[src/rtl/f32_pkg.sv]
// ============================================================================
// Module   : f32_pkg
// Brief    : Shared binary32 constants and divider FSM state encoding.
// Revision : 1.0 - initial release
// ============================================================================
`default_nettype none

package f32_pkg;

    localparam int          F32_BIAS    = 127;
    localparam logic [31:0] F32_QNAN    = 32'h7FC0_0000;
    localparam int          F32_EXP_MAX = 255;

    typedef enum logic [2:0] {
        S_IDLE      = 3'd0,
        S_UNPACK    = 3'd1,
        S_DIVIDE    = 3'd2,
        S_NORMALIZE = 3'd3,
        S_DONE      = 3'd4
    } f32_div_state_t;

endpackage

`default_nettype wire

[src/rtl/f32_classify.sv]
// ============================================================================
// Module   : f32_classify
// Brief    : Combinational binary32 operand field split and class decode.
// Revision : 1.0 - initial release
// ============================================================================
`default_nettype none

module f32_classify (
    input  logic [31:0] i_op,
    output logic        sign,
    output logic [7:0]  exp,
    output logic [23:0] sig,
    output logic        is_zero,
    output logic        is_inf,
    output logic        is_nan,
    output logic        is_denormal
);

    logic w_exp_zero;
    logic w_exp_ones;
    logic w_frac_nz;

    assign w_exp_zero  = (i_op[30:23] == 8'h00);
    assign w_exp_ones  = (i_op[30:23] == 8'hFF);
    assign w_frac_nz   = |i_op[22:0];

    assign sign        = i_op[31];
    assign exp         = i_op[30:23];
    assign sig         = {~w_exp_zero, i_op[22:0]};
    assign is_zero     = w_exp_zero & ~w_frac_nz;
    assign is_denormal = w_exp_zero &  w_frac_nz;
    assign is_inf      = w_exp_ones & ~w_frac_nz;
    assign is_nan      = w_exp_ones &  w_frac_nz;

endmodule

`default_nettype wire

[src/rtl/f32_div.sv]
// ============================================================================
// Module   : f32_div
// Brief    : Multi-cycle binary32 divider, restoring radix-2, truncating.
// Revision : 1.0 - initial release
// ============================================================================
`default_nettype none

module f32_div
    import f32_pkg::*;
(
    input  logic        clk,
    input  logic        rst,
    input  logic        start,
    input  logic [31:0] a,
    input  logic [31:0] b,
    output logic        busy,
    output logic        done,
    output logic [31:0] q,
    output logic        overflow_o,
    output logic        underflow_o,
    output logic        div_by_zero_o,
    output logic        invalid_o
);

    // The 25th quotient bit is resolved in NORMALIZE, so DIVIDE itself runs 24 cycles.
    localparam logic [4:0]        c_div_last = 5'd23;
    localparam logic signed [9:0] c_bias     = 10'(F32_BIAS);
    localparam logic signed [9:0] c_exp_max  = 10'(F32_EXP_MAX);

    f32_div_state_t r_state, w_state_nxt;

    logic [31:0]        r_a, r_b, r_q;
    logic               r_sign, r_ovf, r_unf, r_dz, r_inv;
    logic signed [9:0]  r_exp;
    logic [23:0]        r_mb, r_quot;
    logic [24:0]        r_rem;
    logic [4:0]         r_cnt;

    logic               w_sa, w_sb, w_za, w_zb, w_ia, w_ib, w_na, w_nb, w_da, w_db;
    logic [7:0]         w_ea, w_eb;
    logic [23:0]        w_ma, w_mb;
    logic               w_sign, w_a_zero, w_b_zero, w_special;
    logic [31:0]        w_sp_q;
    logic               w_sp_dz, w_sp_inv;
    logic               w_qbit;
    logic [24:0]        w_rem_sel, w_rem_nxt, w_full;
    logic signed [9:0]  w_exp_n;
    logic [22:0]        w_mant;

    f32_classify u_cls_a (
        .i_op(r_a), .sign(w_sa), .exp(w_ea), .sig(w_ma),
        .is_zero(w_za), .is_inf(w_ia), .is_nan(w_na), .is_denormal(w_da)
    );

    f32_classify u_cls_b (
        .i_op(r_b), .sign(w_sb), .exp(w_eb), .sig(w_mb),
        .is_zero(w_zb), .is_inf(w_ib), .is_nan(w_nb), .is_denormal(w_db)
    );

    assign w_sign    = w_sa ^ w_sb;
    assign w_a_zero  = w_za | w_da;
    assign w_b_zero  = w_zb | w_db;
    assign w_special = w_na | w_nb | w_ia | w_ib | w_a_zero | w_b_zero;

    always_comb begin
        w_sp_q   = {w_sign, 31'd0};
        w_sp_dz  = 1'b0;
        w_sp_inv = 1'b0;
        if (w_na | w_nb | (w_a_zero & w_b_zero) | (w_ia & w_ib)) begin
            w_sp_q   = F32_QNAN;
            w_sp_inv = 1'b1;
        end else if (w_ia) begin
            w_sp_q = {w_sign, 8'hFF, 23'd0};
        end else if (w_b_zero) begin
            w_sp_q  = {w_sign, 8'hFF, 23'd0};
            w_sp_dz = 1'b1;
        end
    end

    // One restoring step; also supplies the final bit while in NORMALIZE.
    assign w_qbit    = (r_rem >= {1'b0, r_mb});
    assign w_rem_sel = w_qbit ? (r_rem - {1'b0, r_mb}) : r_rem;
    assign w_rem_nxt = w_rem_sel << 1;

    assign w_full    = {r_quot, w_qbit};
    assign w_exp_n   = r_exp + c_bias - $signed({9'd0, ~w_full[24]});
    assign w_mant    = w_full[24] ? w_full[23:1] : w_full[22:0];

    always_comb begin
        w_state_nxt = r_state;
        case (r_state)
            S_IDLE:      if (start) w_state_nxt = S_UNPACK;
            S_UNPACK:    w_state_nxt = w_special ? S_DONE : S_DIVIDE;
            S_DIVIDE:    if (r_cnt == c_div_last) w_state_nxt = S_NORMALIZE;
            S_NORMALIZE: w_state_nxt = S_DONE;
            S_DONE:      w_state_nxt = S_IDLE;
            default:     w_state_nxt = S_IDLE;
        endcase
    end

    always_ff @(posedge clk) begin
        if (rst) begin
            r_state <= S_IDLE;
            r_a     <= 32'd0;
            r_b     <= 32'd0;
            r_q     <= 32'd0;
            r_sign  <= 1'b0;
            r_exp   <= 10'sd0;
            r_mb    <= 24'd0;
            r_quot  <= 24'd0;
            r_rem   <= 25'd0;
            r_cnt   <= 5'd0;
            r_ovf   <= 1'b0;
            r_unf   <= 1'b0;
            r_dz    <= 1'b0;
            r_inv   <= 1'b0;
        end else begin
            r_state <= w_state_nxt;
            case (r_state)
                S_IDLE: begin
                    if (start) begin
                        r_a <= a;
                        r_b <= b;
                    end
                end
                S_UNPACK: begin
                    r_sign <= w_sign;
                    r_exp  <= $signed({2'b00, w_ea}) - $signed({2'b00, w_eb});
                    r_mb   <= w_mb;
                    r_rem  <= {1'b0, w_ma};
                    r_quot <= 24'd0;
                    r_cnt  <= 5'd0;
                    if (w_special) begin
                        r_q   <= w_sp_q;
                        r_ovf <= 1'b0;
                        r_unf <= 1'b0;
                        r_dz  <= w_sp_dz;
                        r_inv <= w_sp_inv;
                    end
                end
                S_DIVIDE: begin
                    r_quot <= {r_quot[22:0], w_qbit};
                    r_rem  <= w_rem_nxt;
                    r_cnt  <= r_cnt + 5'd1;
                end
                S_NORMALIZE: begin
                    r_cnt <= r_cnt + 5'd1;
                    r_dz  <= 1'b0;
                    r_inv <= 1'b0;
                    if (w_exp_n >= c_exp_max) begin
                        r_q   <= {r_sign, 8'hFF, 23'd0};
                        r_ovf <= 1'b1;
                        r_unf <= 1'b0;
                    end else if (w_exp_n <= 10'sd0) begin
                        r_q   <= {r_sign, 31'd0};
                        r_ovf <= 1'b0;
                        r_unf <= 1'b1;
                    end else begin
                        r_q   <= {r_sign, w_exp_n[7:0], w_mant};
                        r_ovf <= 1'b0;
                        r_unf <= 1'b0;
                    end
                end
                default: ;
            endcase
        end
    end

    assign busy          = (r_state != S_IDLE);
    assign done          = (r_state == S_DONE);
    assign q             = r_q;
    assign overflow_o    = r_ovf;
    assign underflow_o   = r_unf;
    assign div_by_zero_o = r_dz;
    assign invalid_o     = r_inv;

endmodule

`default_nettype wire

[config.mk]
export PLATFORM = sky130hd
export DESIGN_NAME = f32_div
export DESIGN_NICKNAME = d
export VERILOG_FILES = /design/src/rtl/f32_pkg.sv /design/src/rtl/f32_classify.sv /design/src/rtl/f32_div.sv
export SDC_FILE = /design/constraint.sdc
export NUM_CORES = 1
export LEC_CHECK = 0
export BUFFER_PORTS_ARGS = -buffer_cell sky130_fd_sc_hd__buf_4
export CORE_UTILIZATION = 31
export DETAILED_ROUTE_END_ITERATION = 6
export PLACE_DENSITY = 0.48
export SLEW_MARGIN = 5
export SYNTH_ARGS = -nofsm -noshare
export SYNTH_HDL_FRONTEND = slang
export SYNTH_HIERARCHICAL = 1
export SYNTH_SLANG_ARGS = --single-unit
[constraint.sdc]
create_clock -name clk -period 7.7 [get_ports clk]
set_input_delay 1.54 -clock clk [delete_from_list [all_inputs] [get_ports clk]]
set_output_delay 1.54 -clock clk [all_outputs]
set_load 0.005 [all_outputs]
Word-level counts from Yosys, hierarchy flattened. Index checks and enable logic that the tools add are counted. Widths: inputs -> output; s select.

Register bits: 192. Logic and storage cells: 100. Output and inout port bits: 38. Input port bits: 67.

Reductions and logical operators: 13. Add/sub/neg operators: 5. Bitwise gates (word level): 25. Eq/ne operators: 10. $lt $le $gt $ge: 3. Muxes and demuxes: 30.

Operators by type and width (count): $mux 31 (4); $mux 32 (2); $pmux 32 s2 (1); $pmux 25 s2 (1); $pmux 24 s2 (1); $reduce_or 23->1 (2); $ge 25x24->1 (1); $mux 24 (1); $sub 24x24->24 (1); $mux 23 (1); $eq 8x8->1 const B (2); $logic_not 8->1 (2); $pmux 3 s4 (1); $add 10x8->10 const B (1); $and 1x1->1 (10); $ge 10x9->1 const B (1); $le 10x1->1 const B (1); $mux 1 (10); $pmux 5 s2 (1); $sub 10x2->10 (1); $mux 3 (3); $or 1x1->1 (9); $sub 8x8->9 (1); $pmux 1 s2 (4); 13 further kinds (24).

Longest topological paths before layout. Gate-level depths: netlist of run 1.

Depth in word-level cells: 10. Depth in mapped cells: 13. Gate-level depth less buffers: 12.

By module. The synthesis of run 1 kept the hierarchy.

By module, submodules not included: f32_div (cells each 1209, instances 1, sequential area each 3823.7 µm², area an instance 9534.1 µm²); f32_classify (cells each 52, instances 2, sequential area each 0.0 µm², area an instance 375.4 µm²).

Worst setup path after synthesis of run 1. No wires, ideal clock.

Kind: register to register. Start: reg r_exp[0]. End: reg r_q[24] (netlist: q[24]). Clock period less this slack: 2.690 ns. Data required time: 7.641 ns. Stages on the path, launching flop included: 13. Setup time: 0.059 ns. Arrival time: 2.632 ns. Path slack: 5.010 ns. Buffers on the path: 0. Cell sequence: dfxtp_1 > ha_1 > ha_1 > inv_1 > fa_1 > nor2b_1 > o31a_1 > o31a_1 > a21o_1 > or3_1 > and2_1 > o21ai_4 > o221a_2.

Cells in the longest elaborated chain, start to end: 6. Elaborated cells between the ends (all ways): 7. Those cells by class: add/sub (2); order compare (2); mux (3).

RTL lines: from (decl) (RTL line f32_div.sv:34) `logic signed [9:0] r_exp;`; from (signal assigned) (RTL line f32_div.sv:128) `r_exp <= $signed({2'b00, w_ea}) - $signed({2'b00, w_eb});`; $add 10x8->10 * (RTL line f32_div.sv:86) `assign w_exp_n = r_exp + c_bias - $signed({9'd0, ~w_full[24]});`; $sub 10x2->10 * (RTL line f32_div.sv:86); $le 10x1->1 (RTL line f32_div.sv:154) `end else if (w_exp_n <= 10'sd0) begin`; $mux 31 (RTL line f32_div.sv:154); $mux 31 * (RTL line f32_div.sv:150) `if (w_exp_n >= c_exp_max) begin`; $pmux 32 s2 * (RTL line f32_div.sv:119) `case (r_state)`; to (signal assigned) (RTL line f32_div.sv:151) `r_q <= {r_sign, 8'hFF, 23'd0};`; to (signal assigned) (RTL line f32_div.sv:155) `r_q <= {r_sign, 31'd0};`; to (signal assigned) (RTL line f32_div.sv:159) `r_q <= {r_sign, w_exp_n[7:0], w_mant};`; to (decl) (RTL line f32_div.sv:32) `logic [31:0] r_a, r_b, r_q;`.

Mark *: on every way between the ends. The rest lies on a longest branch, timed or not. A chain may end at the register's enable or synchronous reset.

Worst setup path after layout of run 1.
Start: reg r_quot[23]. End: reg r_q[13] (netlist: q[13]).

Cells in the longest elaborated chain, start to end: 6. Elaborated cells between the ends (all ways): 8. Those cells by class: add/sub (1); order compare (2); mux (4); bitwise (1).

RTL lines: from (decl) (RTL line f32_div.sv:35) `logic [23:0] r_mb, r_quot;`; from (signal assigned) (RTL line f32_div.sv:142) `r_quot <= {r_quot[22:0], w_qbit};`; $not 1->1 (RTL line f32_div.sv:86); $sub 10x2->10 (RTL line f32_div.sv:86); $le 10x1->1 (RTL line f32_div.sv:154); $mux 31 (RTL line f32_div.sv:154); $mux 31 * (RTL line f32_div.sv:150); $pmux 32 s2 * (RTL line f32_div.sv:119).

Marks and branches as above.

==> impl_metrics.py, run 1 <==
metrics = {
    "yosys": {
        "synthesis.instances": 1313,
        "syn-mean-instance-area_um2": 7.83,
        "synth-edff-count": 0,
        "async_flop_share": 0,
        "ys_warn_count": 6,
        "synthFlopType": "dfxtp_1",
        "synth_fp_nets": 1424,
        "synth.cell_area_um2": 10300,
        "ys_seq_area_frac": 0.372,
        "synth_cell_types": 67,
        "yosys_register_bits": 191,
    },
    "global_routing": {
        "antenna_found_initial": 0,
        "track_usage": 0.165,
        "grt_max_degree": 85,
        "grt_pass1_wl_um": 44200,
        "grt_pass1_vias": 8177,
        "overflow": 0,
    },
    "pwr": {
        "powerDensity_nw_per_um2": 415,
        "p_sw_w": 0.00218,
        "power_frac_comb": 0.531,
        "total_power_w": 0.00481,
        "power_frac_clock": 0.201,
        "netSwitchingFraction": 0.454,
        "ir_drop_mv": 0.285,
        "internal_power_w": 0.00262,
        "p_leak_nw": 4.31,
        "p_seq_frac": 0.268,
    },
    "worst_setup_path": {
        "cp.depth": 12,
        "cpMaxStageDelayCell": "nand3_1",
        "timing.rr.end": "q[13]",
        "required_ns": 8.08,
        "arrival_ns": 3.85,
        "cp_num_buf_inv": 1,
        "reg2reg_depth": 12,
        "critPathKind": "reg2reg",
        "regToRegSetupSlack_ns": 4.23,
        "cpPeakStageDelay_ns": 0.68,
        "regToRegStartpoint": "r_quot[23]",
        "cpLargestDelayFamily": "compound AO/OA/AOI/OAI gates",
        "start_kind": "flip-flop",
        "crit_chain": "ha_1 -> ha_1 -> inv_1 -> fa_1 -> nor2b_1 -> o31a_1 -> o31a_1 -> o21ai_0 -> a31oi_1 -> nand3_1 -> a2bb2oi_1 -> nor2_1",
        "cp-end-kind": "flip-flop",
        "crit_fanout": 21,
    },
    "clocking": {
        "cts_buffer_depth": 2,
        "post-cts-setup-buffers": 0,
        "cts_tree": "yes",
        "h-tree-depth": 4,
        "clkLatencyLatePin_ns": 0.45,
        "clkTransAtPathRegs_ns": 0.07,
        "holdBufCountCts": 0,
        "post_cts_resized": 0,
        "clockRootBuffer": "clkbuf_16",
        "cts_buffers": 17,
        "clock_sinks": 191,
    },
    "detailed_routing": {
        "drtIter0Drc": 558,
        "wirelength_um": 27200,
        "ant_nets": 0,
        "wl_per_cell_um": 15.5,
        "via_per_inst": 4.97,
        "dr.pass1.iters": 5,
        "drc": 0,
        "vias": 8744,
    },
    "timing": {
        "finalSetupViolations": 0,
        "layout_min_cycle_time_ns": 3.47,
        "max_slew_margin": 0.263,
        "tightest_slew_ns": 1.11,
        "fin_crit_sh": 0.451,
        "fmax_ghz": 0.288,
        "final-max-slew-violation-count": 0,
        "setup_tns_ns": 0,
        "rsz0062_at_grt": "false",
        "hold_viol_final": 0,
        "fin_skew_ns": 0.00825,
    },
    "floorplanning": {
        "start_util": 0.315,
        "ios": 105,
        "die_w_um": 184,
        "core.rowCount": 66,
        "die_area_um2": 33900,
        "die-height_um": 184,
        "core_area_um2": 32600,
    },
    "layout": {
        "antenna_cells": 0,
        "layout.nets": 1417,
        "fillers": 3507,
        "syn2layout_area_growth_pct": 12.5,
        "final_cell_mix": "nand2_1 (270), dfxtp_1 (191), a21oi_1 (139)",
        "layout_commonest_cell": "nand2_1",
        "fin_area_um2": 11600,
        "drive_gt1_frac": 0.149,
    },
    "min_path": {
        "holdPathEnd": "r_mb[15]",
        "hp-class": "reg2reg",
        "hold_depth": 2,
        "holdCritStartpoint": "r_mb[15]",
    },
    "place": {
        "gp_congestion": 0.829,
        "portBuffers": 104,
        "hpwl_um": 19200,
        "placedInstanceArea_um2": 10900,
    },
    "job": {
        "drv_cap": 0,
    },
    "outcome": {
        "status": "complete, no violations",
    },
}
==> sequential cells by signal (all words and copies together), names as in the netlist <==
signal         cells
div_by_zero_o      1
invalid_o          1
overflow_o         1
q                 32
r_a               32
r_b               32
r_cnt              5
r_exp              9
r_mb              24
r_quot            24
r_rem             25
r_sign             1
r_state            3
underflow_o        1
==> Yosys cell counts, drive strengths merged, types with 11 or more instances <==
cell | number | share of area
and2 | 11 | 0.0067
nand4 | 13 | 0.0079
nor3 | 22 | 0.011
clkbuf | 61 | 0.022
buf | 80 | 0.055
a31oi | 22 | 0.013
a2bb2oi | 21 | 0.018
nand3 | 15 | 0.0073
a22oi | 28 | 0.020
dfxtp | 191 | 0.37
o21ai | 29 | 0.015
xnor2 | 13 | 0.011
inv | 56 | 0.020
a31o | 16 | 0.014
nor4 | 18 | 0.015
nand2 | 271 | 0.099
ha | 41 | 0.050
nor2b | 12 | 0.0073
nor2 | 100 | 0.036
a21oi | 141 | 0.069
mux2i | 27 | 0.026
==> stage by stage <==
stage                     utilization  instances  hold WS (ns)  setup WS, ns
final                           0.355       1761         0.458          4.23
after global placement          0.335       1729         0.445          4.28
after global routing            0.355       1761         0.488          3.83
after detailed placement        0.335       1729         0.448          4.25
after CTS                       0.355       1761         0.459          4.20
after floorplan                     -       1313         0.436          5.01
==> layout make-up <==
| class | count | area (um^2) | share of cell area |
|---|---|---|---|
| sequential | 191 | 3820 | 0.330 |
| multi-input combinational | 925 | 5480 | 0.474 |
| tap | 442 | 553 | 0.0478 |
| inverter | 56 | 210 | 0.0182 |
| clock inverter | 14 | 196 | 0.0170 |
| timing repair buffer | 115 | 867 | 0.0749 |
| clock buffer | 18 | 439 | 0.0379 |
==> worst reg2reg max path, delay by kind of cell, from the launching register on <==
kind	cells	cell delay (ns)
simple gates	3	0.96
compound gates	5	1.24
flops	1	0.38
buf+inv	1	0.07
fa+ha+maj	3	0.77
==> power groups by stage <==
stage	Sequential, W	Clock, W	Combinational [W]
after floorplan	0.00126	0	0.00202
after global placement	0.00131	0	0.00255
after detailed placement	0.00131	0	0.00254
after CTS	0.00129	0.000995	0.00256
after global routing	0.00131	0.00103	0.00287
final	0.00129	0.000964	0.00255
==> worst max path at each step <==
stage / start / endpoint / slack (ns)
floorplan: r_exp[0] / q[24] / 5.01
global placement: rst / r_rem[19] / 4.28
detailed placement: r_quot[23] / q[18] / 4.25
CTS: r_quot[23] / q[9] / 4.20
global route: r_quot[23] / q[21] / 3.83
finish: r_quot[23] / q[13] / 4.23
==> kinds of logic after synthesis <==
kind of cell	count (synthesis)	synth area share
XOR/XNOR	22	0.0187
adder cells (fa/ha/maj)	44	0.0557
buffers and inverters	197	0.0974
multiplexers	29	0.0285
AO/OA/AOI/OAI	331	0.213
flip-flops	191	0.372
AND/OR/NAND/NOR	499	0.215
==> per-layer routing <==
layer / vias up / GRT usage / wire length, um
met1: 4103 / 0.240 / 14600
met5: - / 0 / 0
met4: 0 / 0.0410 / 240
met3: 16 / 0.0314 / 882
li1: 4489 / - / -
met2: 136 / 0.248 / 11500
No activity file was read; power rests on OpenSTA's default activity.
==> inputs of run 2 (changes only) <==
==> constraint.sdc (replaced) <==
create_clock -name clk -period 3.2 [get_ports clk]
set_input_delay 0.64 -clock clk [delete_from_list [all_inputs] [get_ports clk]]
set_output_delay 0.64 -clock clk [all_outputs]
set_load 0.005 [all_outputs]
==> run 2 against run 1 <==
Against the previous run:
- core utilization rose by 0.32 points
- wire length rose by 2.0%
- power rose by 150%
- flip-flop and latch count did not move
- critical endpoint is now q[25]
- fmax rose by 16%
- critical path depth did not move
- die area did not move
- register-to-register slack got worse by 4.0 ns
- largest power group unchanged
==> impl_metrics.py, run 2 (same netlist as run 1, synthesis figures left out) <==
metrics = {
    "detailed_routing": {
        "dr_wl_met2_um": 11800,
        "wl_met1_um": 14700,
        "drtIter0Drc": 503,
        "drc": 0,
        "wl_per_cell_um": 15.6,
        "dr_wl_met3_um": 782,
        "vias": 8803,
        "ant_nets": 0,
        "via_per_inst": 4.96,
        "wirelength_um": 27800,
        "top_layer_used": "met4",
        "dr.pass1.iters": 5,
    },
    "outcome": {
        "status": "complete, no violations",
    },
    "floorplanning": {
        "core_area_um2": 32600,
        "core.rowCount": 66,
        "start_util": 0.315,
        "die-height_um": 184,
        "die_area_um2": 33900,
        "ios": 105,
        "die_w_um": 184,
    },
    "global_routing": {
        "grt_max_degree": 66,
        "overflow": 0,
        "antenna_found_initial": 0,
        "grt_pass1_wl_um": 44600,
        "grt_pass1_vias": 8345,
        "track_usage": 0.166,
    },
    "clocking": {
        "cts_buffers": 17,
        "h-tree-depth": 4,
        "clock_sinks": 191,
        "cts_buffer_depth": 2,
        "post_cts_resized": 0,
        "post-cts-setup-buffers": 0,
        "holdBufCountCts": 0,
        "cts_tree": "yes",
        "clockRootBuffer": "clkbuf_16",
        "clkTransAtPathRegs_ns": 0.08,
        "clkLatencyLatePin_ns": 0.44,
    },
    "worst_setup_path": {
        "cp_common_cell": "ha_1",
        "critPathKind": "reg2reg",
        "cpMaxStageDelayCell": "or3_1",
        "crit_chain": "ha_1 -> ha_1 -> inv_1 -> fa_1 -> nor2b_1 -> o31a_1 -> o21ai_0 -> a21o_1 -> or3_1 -> and2_1 -> o21ai_4 -> o221a_2",
        "cpPeakStageDelay_ns": 0.40,
        "arrival_ns": 3.37,
        "crit_fanout": 7,
        "regToRegSetupSlack_ns": 0.21,
        "required_ns": 3.58,
        "cp-end-kind": "flip-flop",
        "start_kind": "flip-flop",
    },
    "layout": {
        "multi_input_area_um2": 5480,
        "fillers": 3468,
        "layout.nets": 1432,
        "seq_area_um2": 3820,
        "drive_gt1_frac": 0.157,
        "layout_commonest_cell": "nand2_1",
        "final_cell_mix": "nand2_1 (270), dfxtp_1 (191), a21oi_1 (139)",
        "syn2layout_area_growth_pct": 13.5,
        "antenna_cells": 0,
        "fin_area_um2": 11700,
    },
    "pwr": {
        "power_frac_clock": 0.178,
        "p_sw_w": 0.00540,
        "p_seq_frac": 0.263,
        "power_frac_comb": 0.559,
        "netSwitchingFraction": 0.457,
        "internal_power_w": 0.00642,
        "p_leak_nw": 4.37,
        "ir_drop_mv": 0.658,
        "powerDensity_nw_per_um2": 1010,
    },
    "timing": {
        "tightest_slew_ns": 1.18,
        "final-max-slew-violation-count": 0,
        "max_slew_margin": 0.214,
        "rsz0062_at_grt": "false",
        "fin_skew_ns": 0.0128,
        "finalSetupViolations": 0,
        "setup_tns_ns": 0,
        "layout_min_cycle_time_ns": 2.99,
        "fmax_ghz": 0.335,
        "fin_crit_sh": 0.934,
        "hold_viol_final": 0,
    },
    "place": {
        "gp_congestion": 0.821,
        "portBuffers": 104,
        "hpwl_um": 19900,
        "placedInstanceArea_um2": 11100,
    },
    "min_path": {
        "hp-class": "in2reg",
    },
    "job": {
        "drv_cap": 0,
    },
}
[run 2: area by class of cell]
| type | count | area share |
|---|---|---|
| flip-flops and latches | 191 | 0.327 |
| repair buffers | 130 | 0.0882 |
| clock inverters | 12 | 0.0103 |
| clock buffers | 20 | 0.0391 |
| well taps | 442 | 0.0474 |
| multi-input cells | 925 | 0.470 |
| inverters | 56 | 0.0180 |
[run 2: critical path: cells and delay by family, from the launching register on]
kind,cells,cell delay [ns]
AND/OR/NAND/NOR,3,0.84
AO/OA/AOI/OAI,5,0.97
flip-flops,1,0.34
adder cells (fa/ha/maj),3,0.73
buffers and inverters,1,0.06
[run 2: power groups by stage]
stage | clock (W) | sequential [W] | combinational (W)
after floorplan | 0 | 0.00303 | 0.00487
after global placement | 0 | 0.00316 | 0.00655
after detailed placement | 0 | 0.00316 | 0.00655
after CTS | 0.00218 | 0.00311 | 0.00658
after global routing | 0.00227 | 0.00316 | 0.00731
final | 0.00211 | 0.00310 | 0.00660
[run 2: worst paths after layout]
kind         startpoint       end  cells after the start
min reg2reg    r_mb[15]  r_mb[15]                      2
max          r_quot[23]     q[25]                     12
max reg2reg  r_quot[23]     q[25]                     12
min               b[15]   r_b[15]                      3
[run 2: stage by stage]
| step | worst slack, ns | hold WS (ns) | power, W | cells | util |
|---|---|---|---|---|---|
| after floorplan | 0.510 | 0.436 | 0.00790 | 1313 | - |
| after global placement | 0.312 | 0.445 | 0.00970 | 1744 | 0.340 |
| after detailed placement | 0.319 | 0.448 | 0.00971 | 1744 | 0.340 |
| after CTS | 0.269 | 0.420 | 0.0119 | 1776 | 0.358 |
| after global routing | 0.0135 | 0.424 | 0.0127 | 1776 | 0.358 |
| final | 0.213 | 0.446 | 0.0118 | 1776 | 0.358 |
[run 2: layer usage]
| layer | vias to the layer above | GRT usage |
|---|---|---|
| li1 | 4509 | - |
| met1 | 4124 | 0.243 |
| met2 | 148 | 0.249 |
| met3 | 22 | 0.0251 |
| met4 | 0 | 0.0500 |
| met5 | - | 0 |
